## config.mk

```make
export PLATFORM = sky130hd
export DESIGN_NAME = output_fifo_drain
export DESIGN_NICKNAME = d
export VERILOG_FILES = /design/src/rtl/output_fifo_drain.sv
export SDC_FILE = /design/constraint.sdc
export NUM_CORES = 1
export LEC_CHECK = 0
export BUFFER_PORTS_ARGS = -buffer_cell sky130_fd_sc_hd__clkbuf_2
export CORE_MARGIN = 3
export CORE_UTILIZATION = 53
export DETAILED_ROUTE_END_ITERATION = 12
export GPL_ROUTABILITY_DRIVEN = 0
export GPL_TIMING_DRIVEN = 1
export PLACE_DENSITY = 0.84
export SYNTH_ARGS = -nofsm -noshare
export SYNTH_HDL_FRONTEND = slang
export SYNTH_SLANG_ARGS = --single-unit
```

## constraint.sdc

```tcl
create_clock -name clk -period 4.8 [get_ports clk]
set_clock_uncertainty 0.05 [all_clocks]
set_input_delay 0.24 -clock clk [delete_from_list [all_inputs] [get_ports clk]]
set_output_delay 0.24 -clock clk [all_outputs]
set_load 0.005 [all_outputs]
```

## src/rtl/output_fifo_drain.sv

```systemverilog
// Round-robin consumer for the four output FIFOs (fifo4..fifo7): pops one word per cycle,
// tags it with its source port, flags destination mismatches and keeps saturating counts.
module output_fifo_drain #(
    parameter int unsigned DATA_W = 10,
    parameter int unsigned CNT_W  = 5
) (
    input  logic              clk,
    input  logic              reset,
    input  logic              init,
    input  logic              enable,
    input  logic              fifo4_empty,
    input  logic              fifo5_empty,
    input  logic              fifo6_empty,
    input  logic              fifo7_empty,
    input  logic [DATA_W-1:0] fifo4_out,
    input  logic [DATA_W-1:0] fifo5_out,
    input  logic [DATA_W-1:0] fifo6_out,
    input  logic [DATA_W-1:0] fifo7_out,
    output logic              pop4,
    output logic              pop5,
    output logic              pop6,
    output logic              pop7,
    output logic [DATA_W-1:0] data_out,
    output logic [1:0]        port_out,
    output logic              valid_out,
    output logic              dest_err,
    input  logic              req,
    input  logic [1:0]        idx,
    output logic [CNT_W-1:0]  counter_out,
    output logic              counter_valid
);

    typedef enum logic [1:0] {StInit, StIdle, StDrain} state_e;

    state_e            state_q;
    logic [1:0]        ptr_q;
    logic              valid_q;
    logic [1:0]        port_q;
    logic [CNT_W-1:0]  cnt_q [4];
    logic [CNT_W-1:0]  cnt_out_q;
    logic              cnt_valid_q;

    logic [3:0]        empty_v;
    logic [DATA_W-1:0] fifo_data [4];
    logic              grant_valid;
    logic [1:0]        grant_port;
    logic [1:0]        cand;
    logic              pop_en;
    logic [3:0]        pop_v;

    assign empty_v      = {fifo7_empty, fifo6_empty, fifo5_empty, fifo4_empty};
    assign fifo_data[0] = fifo4_out;
    assign fifo_data[1] = fifo5_out;
    assign fifo_data[2] = fifo6_out;
    assign fifo_data[3] = fifo7_out;

    // First non-empty port at or after the pointer, wrapping modulo 4.
    always_comb begin
        grant_valid = 1'b0;
        grant_port  = ptr_q;
        cand        = ptr_q;
        for (int i = 0; i < 4; i++) begin
            cand = ptr_q + 2'(i);
            if (!grant_valid && !empty_v[cand]) begin
                grant_valid = 1'b1;
                grant_port  = cand;
            end
        end
    end

    // Pops are combinational so enable/init can cut them off in the same cycle.
    assign pop_en = (state_q == StDrain) && enable && !init && grant_valid;
    assign pop_v  = pop_en ? (4'b0001 << grant_port) : 4'b0000;
    assign {pop7, pop6, pop5, pop4} = pop_v;

    always_ff @(posedge clk or negedge reset) begin
        if (!reset) begin
            state_q <= StInit;
            ptr_q   <= 2'd0;
            valid_q <= 1'b0;
            port_q  <= 2'd0;
        end else begin
            valid_q <= pop_en;
            port_q  <= pop_en ? grant_port : 2'd0;
            if (pop_en) begin
                ptr_q <= grant_port + 2'd1;
            end
            unique case (state_q)
                StInit: begin
                    if (!init) state_q <= StIdle;
                end
                StIdle: begin
                    if (init) state_q <= StInit;
                    else if (enable && !(&empty_v)) state_q <= StDrain;
                end
                StDrain: begin
                    if (init) state_q <= StInit;
                    else if (!enable || !grant_valid) state_q <= StIdle;
                end
                default: state_q <= StInit;
            endcase
        end
    end

    // Read data arrives the cycle after the pop, so the word is muxed straight through.
    assign data_out  = valid_q ? fifo_data[port_q] : '0;
    assign port_out  = port_q;
    assign valid_out = valid_q;
    assign dest_err  = valid_q && (data_out[DATA_W-1 -: 2] != port_q);

    always_ff @(posedge clk or negedge reset) begin
        if (!reset) begin
            for (int i = 0; i < 4; i++) cnt_q[i] <= '0;
            cnt_out_q   <= '0;
            cnt_valid_q <= 1'b0;
        end else begin
            cnt_valid_q <= req;
            if (req) cnt_out_q <= cnt_q[idx];
            if (init || state_q == StInit) begin
                for (int i = 0; i < 4; i++) cnt_q[i] <= '0;
            end else if (valid_q && (cnt_q[port_q] != '1)) begin
                cnt_q[port_q] <= cnt_q[port_q] + CNT_W'(1);
            end
        end
    end

    assign counter_out   = cnt_out_q;
    assign counter_valid = cnt_valid_q;

endmodule
```

==> results.toml, run 1 <==
[timing]
maxSlewHeadroom_pct = 41.4
rsz0062_at_grt = "no"
setup_viol = 0
fin_crit_sh_pct = 73.6
slew_violations = 0
setup-tns-final_ns = 0
worstMarginPinSlew_ns = 0.867
layout_min_cycle_time_ns = 3.53
hold_violations = 23
holdWs_ns = -0.0141
clock.fmax_mhz = 283

[worst_setup_path]
cp_max_fo = 22
cp_data_arrival_time_ns = 3.67
worstSetupPathType = "flop to flop"
crit_top_cell = "ha_1"
crit_slowest_cell = "dfrtp_1"
critical_path.cell_chain = "mux4_1 -> ha_1 -> and3_1 -> ha_1 -> nor4bb_1 -> buf_4 -> nor2_1 -> a211oi_1"
end_kind = "flop"
max_stage_delay_ns = 0.87
cp-start-kind = "flop"
cp.required_ns = 4.94

[global_routing]
grt_pass1_wl_mm = 8.39
antenna_found_initial = 0
grt_max_degree = 34
grt_pass1_vias = 1724
grt_overflow = 0
grt_use_total_pct = 22.4

[power_and_ir_drop]
total_power_mw = 0.609
peakVddDrop_mv = 0.159
p_leak_nw = 1.22
p_per_area_nw_per_um2 = 233

[hold_path]
hold_class = "primary input to asynchronous set/reset pin"

[cts]
cts.reportedPaths.clkPinSlew_ns = 0.06
h-tree-depth = 2
clock-root-buffer = "clkbuf_8"
cts_setup_buffers = 0
cts_tree = "yes"
clock_latency_ns = 0.28
clock_path_buffers = 2
clock-sinks = 33
postCtsResizedCells = 0
cts_buffers = 5
cts_hold_buf = 0

[cells_and_area]
final_nets = 307
layoutNonFillerInstCount = 298
antenna_cells = 0
area_delta_synth_final_pct = 22.7
layout-drive-gt1-share_pct = 42.8
fin_area_um2 = 2620

[logic_synthesis]
yosys-top-cells-count = "33 x dfrtp_1, 23 x nor2_1, 14 x and2_1, 14 x mux4_2, 12 x a211oi_1"
synth_cell_types = 33
synth_top_area_cell = "dfrtp_1"
yosys_warnings = 0
syn_avg_cell_area_um2 = 12.1
ys_async_sr_fraction_pct = 100
synth_top_area_share_pct = 38.8
synthesis.area_um2 = 2130
syn_inst = 176
synth_flop_cell = "dfrtp_1"
synth_area_leaders = "dfrtp_1 39%, mux4_2 15%, mux4_1 6.2%"
yosysMostFrequentCell = "dfrtp_1"
synth_edf_count = 0
synth.yosys.seq_area_share_pct = 38.8
ys_ff_latch = 33
synthesis.nets = 233

[route]
drt_iter0_markers = 88
postRouteWirelength_mm = 4.99
drc = 0
vias_per_cell = 5.65
wire_per_inst_um = 16.7
ant_nets = 0
first_pass_iters = 4
num_vias = 1683

[die]
die_w_um = 69.4
coreArea_um2 = 3770
io_pins = 75
rows = 22
fp.dieH_um = 69.4
initial_core_util_pct = 56.5
dieArea_um2 = 4820

[status]
status = "finished with violations"
violations = "negative hold slack"

[place]
hpwlAfterDp_mm = 3.84
place_area_um2 = 2530
dp_cells = 291
portBuffers = 74

[job]
maxCapViolCount = 0
cells in the final DEF (no fill, tap or decap), types with 6 or more instances in the layout:
master and count:
clkbuf_2 74, mux2_2 7, mux2i_1 10, o21ai_0 6, a211oi_1 12, nor2_1 23
and2_1 14, dfrtp_1 33, mux4_2 14, clkbuf_8 6, ha_1 6
per-stage QoR:
stage | hold WS, ns | util [%] | worst slack [ns]
floorplan | -0.106 | - | 2.25
global placement | 0.309 | 67.1 | 1.53
detailed placement | 0.316 | 67.1 | 1.31
CTS | 0.00944 | 69.3 | 1.28
global route | 0.0455 | 69.3 | 1.06
finish | -0.0141 | 69.3 | 1.27
final timing paths:
| kind | start | end | slack (ns) | cells after the start |
|---|---|---|---|---|
| min in group clk | req | counter_valid | 0.11 | 1 |
| worst max register to register | port_out[1] | cnt_q[12] | 1.27 | 8 |
| worst min-delay path | reset | counter_out[3] | -0.01 | 1 |
| worst min register to register | counter_out[3] | counter_out[3] | 0.46 | 1 |
| max in group asynchronous | reset | cnt_q[2] | 4.20 | 1 |
| worst max-delay path | port_out[1] | cnt_q[12] | 1.27 | 8 |
metal layers:
layer / routed length (um) / global-route usage [%]
met4: 90 / 9.98
met2: 2610 / 38.3
met5: 0 / 0
met1: 1950 / 26.5
met3: 336 / 5.80
power by group:
part	internal (mW)	switching [mW]	total, mW
Sequential	0.288	0.0138	0.301
Combinational	0.0501	0.0503	0.100
Clock	0.114	0.0937	0.207
sequential cells by signal (all words and copies together), names as in the netlist:
register / cells
valid_out: 1
port_out: 2
counter_valid: 1
state_q: 2
cnt_q: 20
ptr_q: 2
counter_out: 5
layout make-up:
| cell class | count | area [um2] |
|---|---|---|
| tap | 48 | 60.1 |
| timing repair buffer | 78 | 400 |
| sequential | 33 | 826 |
| inverter | 5 | 18.8 |
| fill | 291 | 1160 |
| clock buffer | 7 | 86.3 |
| multi-input combinational | 127 | 1220 |
cells by family after synthesis:
family	synth area share (%)
AOI/OAI and AO/OA	8.16
xor gates and xnor gates	1.64
DFF	38.8
buffers and inverters	3.82
muxes	29.4
and+or+nand+nor	14.3
adders and majority gates	3.99
critical path: cells and delay by family (launching register included):
| kind | cells | cell delay [ns] |
|---|---|---|
| AO/OA/AOI/OAI | 1 | 0.22 |
| adder cells (fa/ha/maj) | 2 | 0.54 |
| buffers and inverters | 1 | 0.27 |
| flip-flops | 1 | 0.87 |
| multiplexers | 1 | 0.52 |
| AND/OR/NAND/NOR | 3 | 0.97 |
Power figures use the tool's default switching activity.
==> run 2, diff against run 1 <==
- ABC_AREA: unset -> 1
- CORE_UTILIZATION: 53 -> 46
- PLACE_DENSITY: 0.84 -> 0.77
- clock period: 4.8 -> 3.1 ns (I/O delays scaled with it)
==> results.toml, run 2 <==
[timing]
hold_violations = 0
maxSlewHeadroom_pct = 47.4
setup-tns-final_ns = 0
layout_min_cycle_time_ns = 2.79
setup_viol = 0
clock.fmax_mhz = 359
rsz0062_at_grt = "no"
worstMarginPinSlew_ns = 0.788
fin_crit_sh_pct = 89.9
slew_violations = 0
fin_ws_ns = 0.314
holdWs_ns = 0.0795

[logic_synthesis]
synth_area_leaders = "dfrtp_1 37%, nand2_1 10%, inv_1 7.8%"
synth.yosys.seq_area_share_pct = 37.2
syn_inst = 309
synth_cell_types = 32
synth_flop_cell = "dfrtp_1"
synth_top_area_share_pct = 37.2
yosysMostFrequentCell = "nand2_1"
ys_ff_latch = 33
synth_edf_count = 0
synth_top_area_cell = "dfrtp_1"
yosys_warnings = 0
synthesis.area_um2 = 2220
ys_async_sr_fraction_pct = 100
yosys-top-cells-count = "59 x nand2_1, 46 x inv_1, 33 x dfrtp_1"
syn_avg_cell_area_um2 = 7.19
synthesis.nets = 366

[global_routing]
antenna_found_initial = 0
grt_use_total_pct = 21.2
grt_pass1_wl_mm = 9.38
grt_overflow = 0
grt_max_degree = 34
grt_pass1_vias = 2175

[cells_and_area]
area_delta_synth_final_pct = 22.3
layout-drive-gt1-share_pct = 25.7
layout.cells.most_common = "clkbuf_2"
regMostFlops = "cnt_q"
final_cell_mix = "74 x clkbuf_2, 59 x nand2_1, 46 x inv_1"
final_nets = 441
largest_reg_flops = 20
postLayoutCoreUtil_pct = 60.3
num-fill-cells = 428
antenna_cells = 0

[cts]
cts.reportedPaths.clkPinSlew_ns = 0.07
cts_buffers = 5
clock_path_buffers = 2
clock-sinks = 33
postCtsResizedCells = 0
h-tree-depth = 2
cts_tree = "yes"
clock_latency_ns = 0.28
clock-root-buffer = "clkbuf_8"

[job]
maxCapViolCount = 0

[die]
initial_core_util_pct = 49.3
fp.dieH_um = 75.5
coreArea_um2 = 4500
io_pins = 75
die_w_um = 75.5
rows = 24
dieArea_um2 = 5700

[worst_setup_path]
cp_data_arrival_time_ns = 2.92
cp-start-kind = "flop"
cp_max_fo = 13
worstSetupPathType = "flop to flop"
end_kind = "flop"
cp.required_ns = 3.24

[route]
vias_per_cell = 5.46
first_pass_iters = 6
num_vias = 2388
drc = 0
postRouteWirelength_mm = 5.96
ant_nets = 0
drt_iter0_markers = 273
wire_per_inst_um = 13.6

[place]
dp_worst_setup_slack_ns = 0.449
hpwlAfterDp_mm = 4.63
portBuffers = 74

[status]
status = "complete, no violations"

[power_and_ir_drop]
peakVddDrop_mv = 0.404
p_leak_nw = 1.37
p_per_area_nw_per_um2 = 499

[hold_path]
hold_class = "primary input to flop"
run 2: cell types whose count changed in the layout (fill, tap and decap cells not counted), moves of 13 or more:
cell	change
mux4_2	-14
and2_1	-13
nand3_1	+20
nand2_1	+54
inv_1	+41
a22oi_1	+19
a21oi_1	+20
run 2: worst paths after layout:
check | startpoint | endpoint | slack [ns] | cells past startpoint
worst min-delay path | req | counter_valid | 0.08 | 1
max in group asynchronous | reset | port_out[1] | 2.05 | 2
min in group asynchronous | reset | counter_out[0] | 0.44 | 2
worst max register to register | port_out[0] | cnt_q[5] | 0.31 | 15
worst max-delay path | port_out[0] | cnt_q[5] | 0.31 | 15
worst min register to register | state_q[0] | valid_out | 0.47 | 1
run 2: through the flow:
stage	power, mW	cells	instance area (um2)
2_1_floorplan	0.937	309	2220
3_3_place_gp	1.05	428	2620
3_5_place_dp	1.07	428	2620
4_1_cts	1.37	437	2720
5_1_grt	1.49	437	2720
6_report	1.35	437	2720
run 2: final cells by class:
type                            instances  area, um2  share of cell area [%]
Sequential cell                        33        826                    30.4
Clock inverter                          2       10.0                   0.369
Clock buffer                            6       72.6                    2.67
Timing Repair Buffer                   78        403                    14.8
Tap cell                               52       65.1                    2.40
Inverter                               52        195                    7.19
Multi-Input combinational cell        214       1140                    42.1
run 2: cells by family (layout without fill, tap and decap cells):
kind of cell | Yosys count | after routing | share of synthesized area, %
adder cells (fa/ha/maj) | 6 | 6 | 3.38
AO/OA/AOI/OAI | 88 | 88 | 24.2
flip-flops | 33 | 33 | 37.2
buffers and inverters | 62 | 138 | 11.3
XOR/XNOR | 3 | 3 | 1.18
AND/OR/NAND/NOR | 117 | 117 | 22.7
run 2: critical path: stages, from the launching register on:
cell	delay (ns)
dfrtp_1	0.47
nand2_1	0.19
inv_2	0.14
nand2_1	0.09
nand3_1	0.24
ha_1	0.29
inv_1	0.08
nor2_1	0.06
ha_1	0.19
nor2_1	0.19
inv_1	0.08
nor3_1	0.15
inv_1	0.08
nor2_1	0.13
inv_1	0.11
o22ai_1	0.16
run 2: power breakdown:
group	leakage (nW)	internal (mW)	switching, mW	total [mW]
Combinational	0.878	0.201	0.358	0.559
Clock	0.0450	0.155	0.144	0.299
Sequential	0.442	0.454	0.0415	0.495
run 2: per-layer routing:
layer,GRT usage (%),vias to the layer above,share of wire [%]
met2,38.3,108,50
met5,0,-,0
met3,3.43,24,6.5
met1,25.1,1065,40
li1,-,1191,-
met4,7.96,0,3.4
run 2: repair_timing:
item / 4_1_cts / 5_1_grt
endpoints found under the hold margin: 33 / 0
setup buffers: 0 / 0
hold buffers: 1 / 0
